$ cat config.mk
export PLATFORM = sky130hd
export DESIGN_NAME = serial_adder
export DESIGN_NICKNAME = d
export VERILOG_FILES = /design/src/rtl/serial_adder.sv
export SDC_FILE = /design/constraint.sdc
export NUM_CORES = 1
export LEC_CHECK = 0
export ABC_CLOCK_PERIOD_IN_PS = 1500
export CAP_MARGIN = 30
export CORE_MARGIN = 4
export CORE_UTILIZATION = 40
export DETAILED_ROUTE_END_ITERATION = 10
export HOLD_SLACK_MARGIN = 0.05
export PLACE_DENSITY = 0.65
export SKIP_LAST_GASP = 1
export SYNTH_ARGS = -nofsm -noshare
export SYNTH_HDL_FRONTEND = slang
export SYNTH_SLANG_ARGS = --single-unit
$ cat constraint.sdc
create_clock -name clk -period 1.5 [get_ports clk]
set_clock_uncertainty 0.15 [all_clocks]
set_input_delay 0.3 -clock clk [delete_from_list [all_inputs] [get_ports clk]]
set_output_delay 0.3 -clock clk [all_outputs]
set_load 0.03 [all_outputs]
$ cat src/rtl/serial_adder.sv
// Bit-serial adder: one full-adder step per clock, LSB first, carry held in a flop.
// Optional subtract mode is compiled in with SERIAL_ADDER_SUB_EN.
module serial_adder #(
    parameter int WIDTH = 8
) (
    input  logic             clk,
    input  logic             rst_n,
    input  logic             start,
    input  logic [WIDTH-1:0] A,
    input  logic [WIDTH-1:0] B,
    input  logic             Cin,
`ifdef SERIAL_ADDER_SUB_EN
    input  logic             sub,
`endif
    output logic             busy,
    output logic             done,
    output logic [WIDTH-1:0] Sum,
    output logic             Cout
);

    localparam int CW = $clog2(WIDTH + 1);
    // Partial-sum register only needs the bits above the one being produced now
    localparam int SW = (WIDTH > 1) ? WIDTH - 1 : 1;
    localparam logic [CW-1:0] LAST = CW'(WIDTH - 1);

    localparam logic [0:0] ST_IDLE = 1'b0;
    localparam logic [0:0] ST_RUN  = 1'b1;

    logic [0:0]       state_reg;
    logic [WIDTH-1:0] a_sh_reg;
    logic [WIDTH-1:0] b_sh_reg;
    logic [SW-1:0]    s_sh_reg;
    logic             carry_reg;
    logic [CW-1:0]    cnt_reg;
    logic             busy_reg;
    logic             done_reg;
    logic [WIDTH-1:0] sum_reg;
    logic             cout_reg;

    logic             b_invert;
    logic             carry_init;
    logic [WIDTH-1:0] b_load;
    logic             s_bit;
    logic             c_bit;
    logic [SW-1:0]    s_sh_next;
    logic [WIDTH-1:0] sum_done;

    function automatic logic fa_sum(input logic x, input logic y, input logic ci);
        return x ^ y ^ ci;
    endfunction

    function automatic logic fa_carry(input logic x, input logic y, input logic ci);
        return (x & y) | (x & ci) | (y & ci);
    endfunction

`ifdef SERIAL_ADDER_SUB_EN
    // Two's-complement subtract: invert B and force the initial carry to 1
    assign b_invert   = sub;
    assign carry_init = sub | Cin;
`else
    assign b_invert   = 1'b0;
    assign carry_init = Cin;
`endif

    generate
        for (genvar gi = 0; gi < WIDTH; gi++) begin : g_bload
            assign b_load[gi] = B[gi] ^ b_invert;
        end
    endgenerate

    assign s_bit = fa_sum(a_sh_reg[0], b_sh_reg[0], carry_reg);
    assign c_bit = fa_carry(a_sh_reg[0], b_sh_reg[0], carry_reg);

    generate
        if (WIDTH == 1) begin : g_w1
            assign s_sh_next = s_bit;
            assign sum_done  = s_bit;
        end else if (WIDTH == 2) begin : g_w2
            assign s_sh_next = s_bit;
            assign sum_done  = {s_bit, s_sh_reg};
        end else begin : g_wn
            assign s_sh_next = {s_bit, s_sh_reg[SW-1:1]};
            assign sum_done  = {s_bit, s_sh_reg};
        end
    endgenerate

    always_ff @(posedge clk or negedge rst_n) begin
        if (!rst_n) begin
            state_reg <= ST_IDLE;
            a_sh_reg  <= '0;
            b_sh_reg  <= '0;
            s_sh_reg  <= '0;
            carry_reg <= 1'b0;
            cnt_reg   <= '0;
            busy_reg  <= 1'b0;
            done_reg  <= 1'b0;
            sum_reg   <= '0;
            cout_reg  <= 1'b0;
        end else begin
            done_reg <= 1'b0;
            case (state_reg)
                ST_IDLE: begin
                    if (start) begin
                        a_sh_reg  <= A;
                        b_sh_reg  <= b_load;
                        carry_reg <= carry_init;
                        cnt_reg   <= '0;
                        busy_reg  <= 1'b1;
                        state_reg <= ST_RUN;
                    end
                end
                ST_RUN: begin
                    a_sh_reg  <= a_sh_reg >> 1;
                    b_sh_reg  <= b_sh_reg >> 1;
                    s_sh_reg  <= s_sh_next;
                    carry_reg <= c_bit;
                    cnt_reg   <= cnt_reg + CW'(1);
                    if (cnt_reg == LAST) begin
                        sum_reg   <= sum_done;
                        cout_reg  <= c_bit;
                        done_reg  <= 1'b1;
                        busy_reg  <= 1'b0;
                        state_reg <= ST_IDLE;
                    end
                end
                default: state_reg <= ST_IDLE;
            endcase
        end
    end

    assign busy = busy_reg;
    assign done = done_reg;
    assign Sum  = sum_reg;
    assign Cout = cout_reg;

endmodule

# Word level (Yosys, flattened, before mapping)
# Index checks and enable logic that the tools add are counted.
[op_classes]
add_sub_neg = 1
n_mul = 0
div = 0
magnitude_cmp = 0
eq_ne = 3
shift = 0
n_mux = 16
bitwise_logic = 8
reduce_logical = 2
[op_table]
columns = ["operator", "count"]
rows = [
  ["$pmux W8 S2", 2],
  ["$mux W8", 2],
  ["$pmux W4 S2", 1],
  ["$mux W1", 7],
  ["$pmux W1 S2", 3],
  ["$add A4 B1 Y4 const B", 1],
  ["$eq A4 B3 Y1 const B", 1],
  ["$mux W4", 1],
  ["$reduce_and A2 Y1", 2],
  ["$and A1 B1 Y1", 3],
  ["$ne A2 B1 Y1 const B", 1],
  ["$ne A2 B2 Y1 const B", 1],
  ["$or A1 B1 Y1", 2],
  ["$xor A1 B1 Y1", 2],
  ["$not A1 Y1", 1],
]
[totals]
reg_bits = 40
latchBits = 0
ram_bits = 0
mem_bits_ro = 0
inputBits = 20
out_inout_bits = 11
elab_cells = 40
mem_count = 0

# Logic depth before layout (Yosys ltp)
# Gate-level depths: netlist (run 1).
[depth]
depth_word = 4
ltp_mapped = 5
ltp_nobuf = 4

# Worst setup path after synthesis (run 1)
# Ideal clock, no wire load.
[synth_path]
kind = "register -> register"
from = "register cnt_reg[0]"
to = "register cout_reg, in the netlist Cout"
setup_ns = 0.125
arrival_time_ns = 1.192
required_time_ns = 1.225
slack_ns = 0.033
path_stages_with_launch = 5
path_buffers = 1
synth_period_minus_slack_ns = 1.467
cell_sequence = "dfrtp_1 ha_1 nand4b_4 buf_6 mux2_4"
[synth_via]
elab_chain_len = 2
[synth_lines]
columns = ["item", "line_no", "rtl"]
rows = [
  ["from (decl)", "34", "logic [CW-1:0] cnt_reg;"],
  ["from (signal assigned)", "117", "cnt_reg <= cnt_reg + CW'(1);"],
  ["$eq A4 B3 Y1", "118", "if (cnt_reg == LAST) begin"],
  ["$reduce_and A2 Y1 (no source line)", "-", ""],
  ["to (signal assigned)", "120", "cout_reg <= c_bit;"],
  ["to (decl)", "38", "logic cout_reg;"],
]
# Every way passes these cells.
# A chain may end at the register's enable or synchronous reset.

# Worst setup path after layout (run 1)
[layout_path]
from = "register busy_reg, in the netlist busy"
to = "output port busy"
[layout_rtl]
columns = ["item", "line_no", "rtl"]
rows = [
  ["from (decl)", "35", "logic busy_reg;"],
  ["from (signal assigned)", "95", "busy_reg <= 1'b0;"],
  ["from (signal assigned)", "108", "busy_reg <= 1'b1;"],
  ["from (signal assigned)", "122", "busy_reg <= 1'b0;"],
  ["to (decl)", "15", "output logic busy,"],
]
# No word-level cell between the ends.

==> results of run 1 <==
## cell usage after synthesis
cell      count  share of area, %
clkbuf_1      3              0.65
nand2_1      18               3.9
nand4b_4      1               1.4
buf_4         1              0.44
nand3_1       1              0.29
mux2_4        8               7.0
nor2_1        4              0.87
fa_1          1               1.2
a22o_1        2               1.0
o21ai_0      18               5.2
ha_1          1              0.73
buf_6         3               2.0
inv_1         2              0.44
buf_2         1              0.29
mux2_2        8               5.2
mux2i_1      18                10
dfrtp_1      40                58
xnor2_1       1              0.51
nor2b_1       1              0.36
## per-layer routing
layer | vias up | global-route usage, %
met5 | - | 0
met4 | 0 | 5.43
met3 | 5 | 4.38
met2 | 30 | 20.7
met1 | 526 | 16.8
li1 | 529 | -
## area by class of cell
type	count	area, sq um
inverters	2	7.51
well taps	50	62.6
clock buffers	6	82.6
repair buffers	37	358
clock inverters	2	10.0
multi-input cells	83	674
flip-flops and latches	40	1000
fillers	365	1890
## per-stage QoR
step                      power [W]  hold WS [ps]  TNS (ps)  setup slack, ps
after detailed placement    0.00352           136     -1320             -124
after global routing        0.00443           377     -20.1            -20.1
after global placement      0.00344           137      -755            -85.2
after floorplan             0.00290          -146         0             33.1
final                       0.00414           339         0             20.7
after CTS                   0.00424           345     -26.1            -26.1
## what timing repair did
action / in CTS / in global routing
resized for setup: 20 / 9
hold buffers: 1 / 0
endpoints found under the setup margin: 20 / 17
gates cloned: 1 / 0
endpoints found under the hold margin: 40 / 0
## report_power, final
part           switching [W]  internal (W)  leakage [nW]
logic               0.000794      0.000806         0.535
clock network       0.000363      0.000367        0.0510
registers           0.000301       0.00151         0.518
total                0.00146       0.00269          1.10
## cells in the final DEF, fill, tap and decap left out, drive strengths merged
cell and instances:
dlygate4sd3 1, nor2b 1, ha 1, dfrtp 40, clkdlybuf4s50 18, nor2 4, nand3 1, clkbuf 12
nand2 18, buf 7, nand4b 2, inv 2, mux2i 18, o21ai 18, xnor2 1, a22o 2
fa 1, clkdlybuf4s15 5, clkinv 2, mux2 16
## kinds of logic after synthesis
group	share of synthesized area, %
flops	58.1
buf+inv	3.78
xor+xnor	0.508
mux	22.7
compound gates	6.25
simple gates	6.83
fa+ha+maj	1.89
## worst max path at each step
| stage | cells after the start | from | endpoint | slack (ps) |
|---|---|---|---|---|
| floorplan | 4 | cnt_reg[0] | Cout | 30 |
| global placement | 5 | start | cnt_reg[2] | -90 |
| detailed placement | 5 | start | cnt_reg[2] | -120 |
| CTS | 1 | busy | busy | -30 |
| global route | 1 | busy | busy | -20 |
| finish | 1 | busy | busy | 20 |
==> flow_summary_export.csv, run 1 <==
group,metric,value,unit
status,outcome,"finished clean",
logic_synthesis,netlist_area,1720,sq um
run,cap_viol_max_count,0,
power_and_ir_drop,power.density,1890,nW/um^2
critical_path,cp_slowest_cell,"dfrtp_1",
cells_and_area,insertedDiodeCount,0,
cells_and_area,area_delta_synth_final,27.5,%
clock_tree,clkLatencyLatePin,290,ps
critical_path,worstSetupPathType,"reg2out",
placed_design,place_area,2110,sq um
placed_design,place_inst,210,
cells_and_area,layout.nets,191,
critical_path,start_kind,"register",
die,core_area,4090,sq um
clock_tree,cts_root_buf,"clkbuf_8",
routing,drt_iter0_drc,14,
routing,wl_met2,1460,um
cells_and_area,fin_cells,220,
clock_tree,path_clk_slew,80,ps
logic_synthesis,syn_nets,154,
timing,tightest_slew,312,ps
timing,finalCriticalPeriod,1480,ps
logic_synthesis,synth_cells,132,
die,dieArea,5420,sq um
critical_path,r2r_end,"Sum[1]",
routing,num_vias,1090,
placed_design,port_buffers,30,
critical_path,required,1050,ps
clock_tree,cts_buffer_depth,2,
logic_synthesis,synth.distinct_cells,19,
critical_path,ff2ff_path_depth,3,
global_routing,grt_max_degree,47,
routing,drc,0,
timing,slew_viol_final,0,
routing,wl_per_cell,14.2,um
logic_synthesis,avgSynthCellArea,13.1,sq um
die,initial_core_util,42.2,%
placed_design,place_congestion,0.682,
routing,wl_met3,178,um
power_and_ir_drop,p_leak,1.10,nW
global_routing,grt_usage,13.2,%
die,num_rows,23,
global_routing,grt_pass1_vias,1101,
critical_path,endpoint_kind,"output pin",
die,ioPinCount,31,
critical_path,cp_cell_sequence,"clkdlybuf4s15_1",
critical_path,path_buf_inv,1,
timing,max_freq,676,MHz
timing,setup_viol_count_final,0,
clock_tree,cts_made_buffers,5,
clock_tree,clock_sinks,40,
routing,highest_layer,"met4",
critical_path,r2r_start,"cnt_reg[1]",
clock_tree,post_cts_buffers,0,
routing,antenna_left,0,
timing,hold_viol,0,
clock_tree,cts_tree,"built",
die,die_x,73.6,um
cells_and_area,design_area,2200,sq um
routing,drt-met1-wl,1420,um
power_and_ir_drop,vdd_drop_max,0.000686,V
routing,drt-pass1-iter-count,3,
routing,totalWireLength,3130,um
critical_path,cp_max_fo,2,
critical_path,critPathTopFamily,"flip-flops",
global_routing,grt_pass1_wl,5390,um
cells_and_area,finalCoreUtilization,53.7,%
logic_synthesis,ys_warn_count,0,
critical_path,ff2ff_setup_slack,50,ps
timing,max-slew-margin-rel,79.3,%
timing,period_share,98.6,%
logic_synthesis,yosysSeqAreaShare,58.1,%
timing,rsz0062_at_grt,"true",
logic_synthesis,ys_ff_latch,40,
critical_path,slowest_delay,390,ps
hold_path,hold_class,"in2async",
global_routing,grt_overflow,0,
die,die_y,73.6,um
global_routing,antenna_found_initial,0,
clock_tree,htree_levels,2,
routing,viasPerCell,4.95,
placed_design,dpl.hpwl,2120,um
cells_and_area,layout-drive-gt1-share,23.5,%
critical_path,cp.arrival,1030,ps
No activity file was read; power rests on OpenSTA's default activity.
==> inputs of run 2 (changes only) <==
--- a/config.mk
+++ b/config.mk
@@ -5,7 +5,6 @@
 export SDC_FILE = /design/constraint.sdc
 export NUM_CORES = 1
 export LEC_CHECK = 0
-export ABC_CLOCK_PERIOD_IN_PS = 1500
 export CAP_MARGIN = 30
 export CORE_MARGIN = 4
 export CORE_UTILIZATION = 40
==> results of run 2 <==
Same layout as run 1: the final DEF is identical, and so are final timing and power.
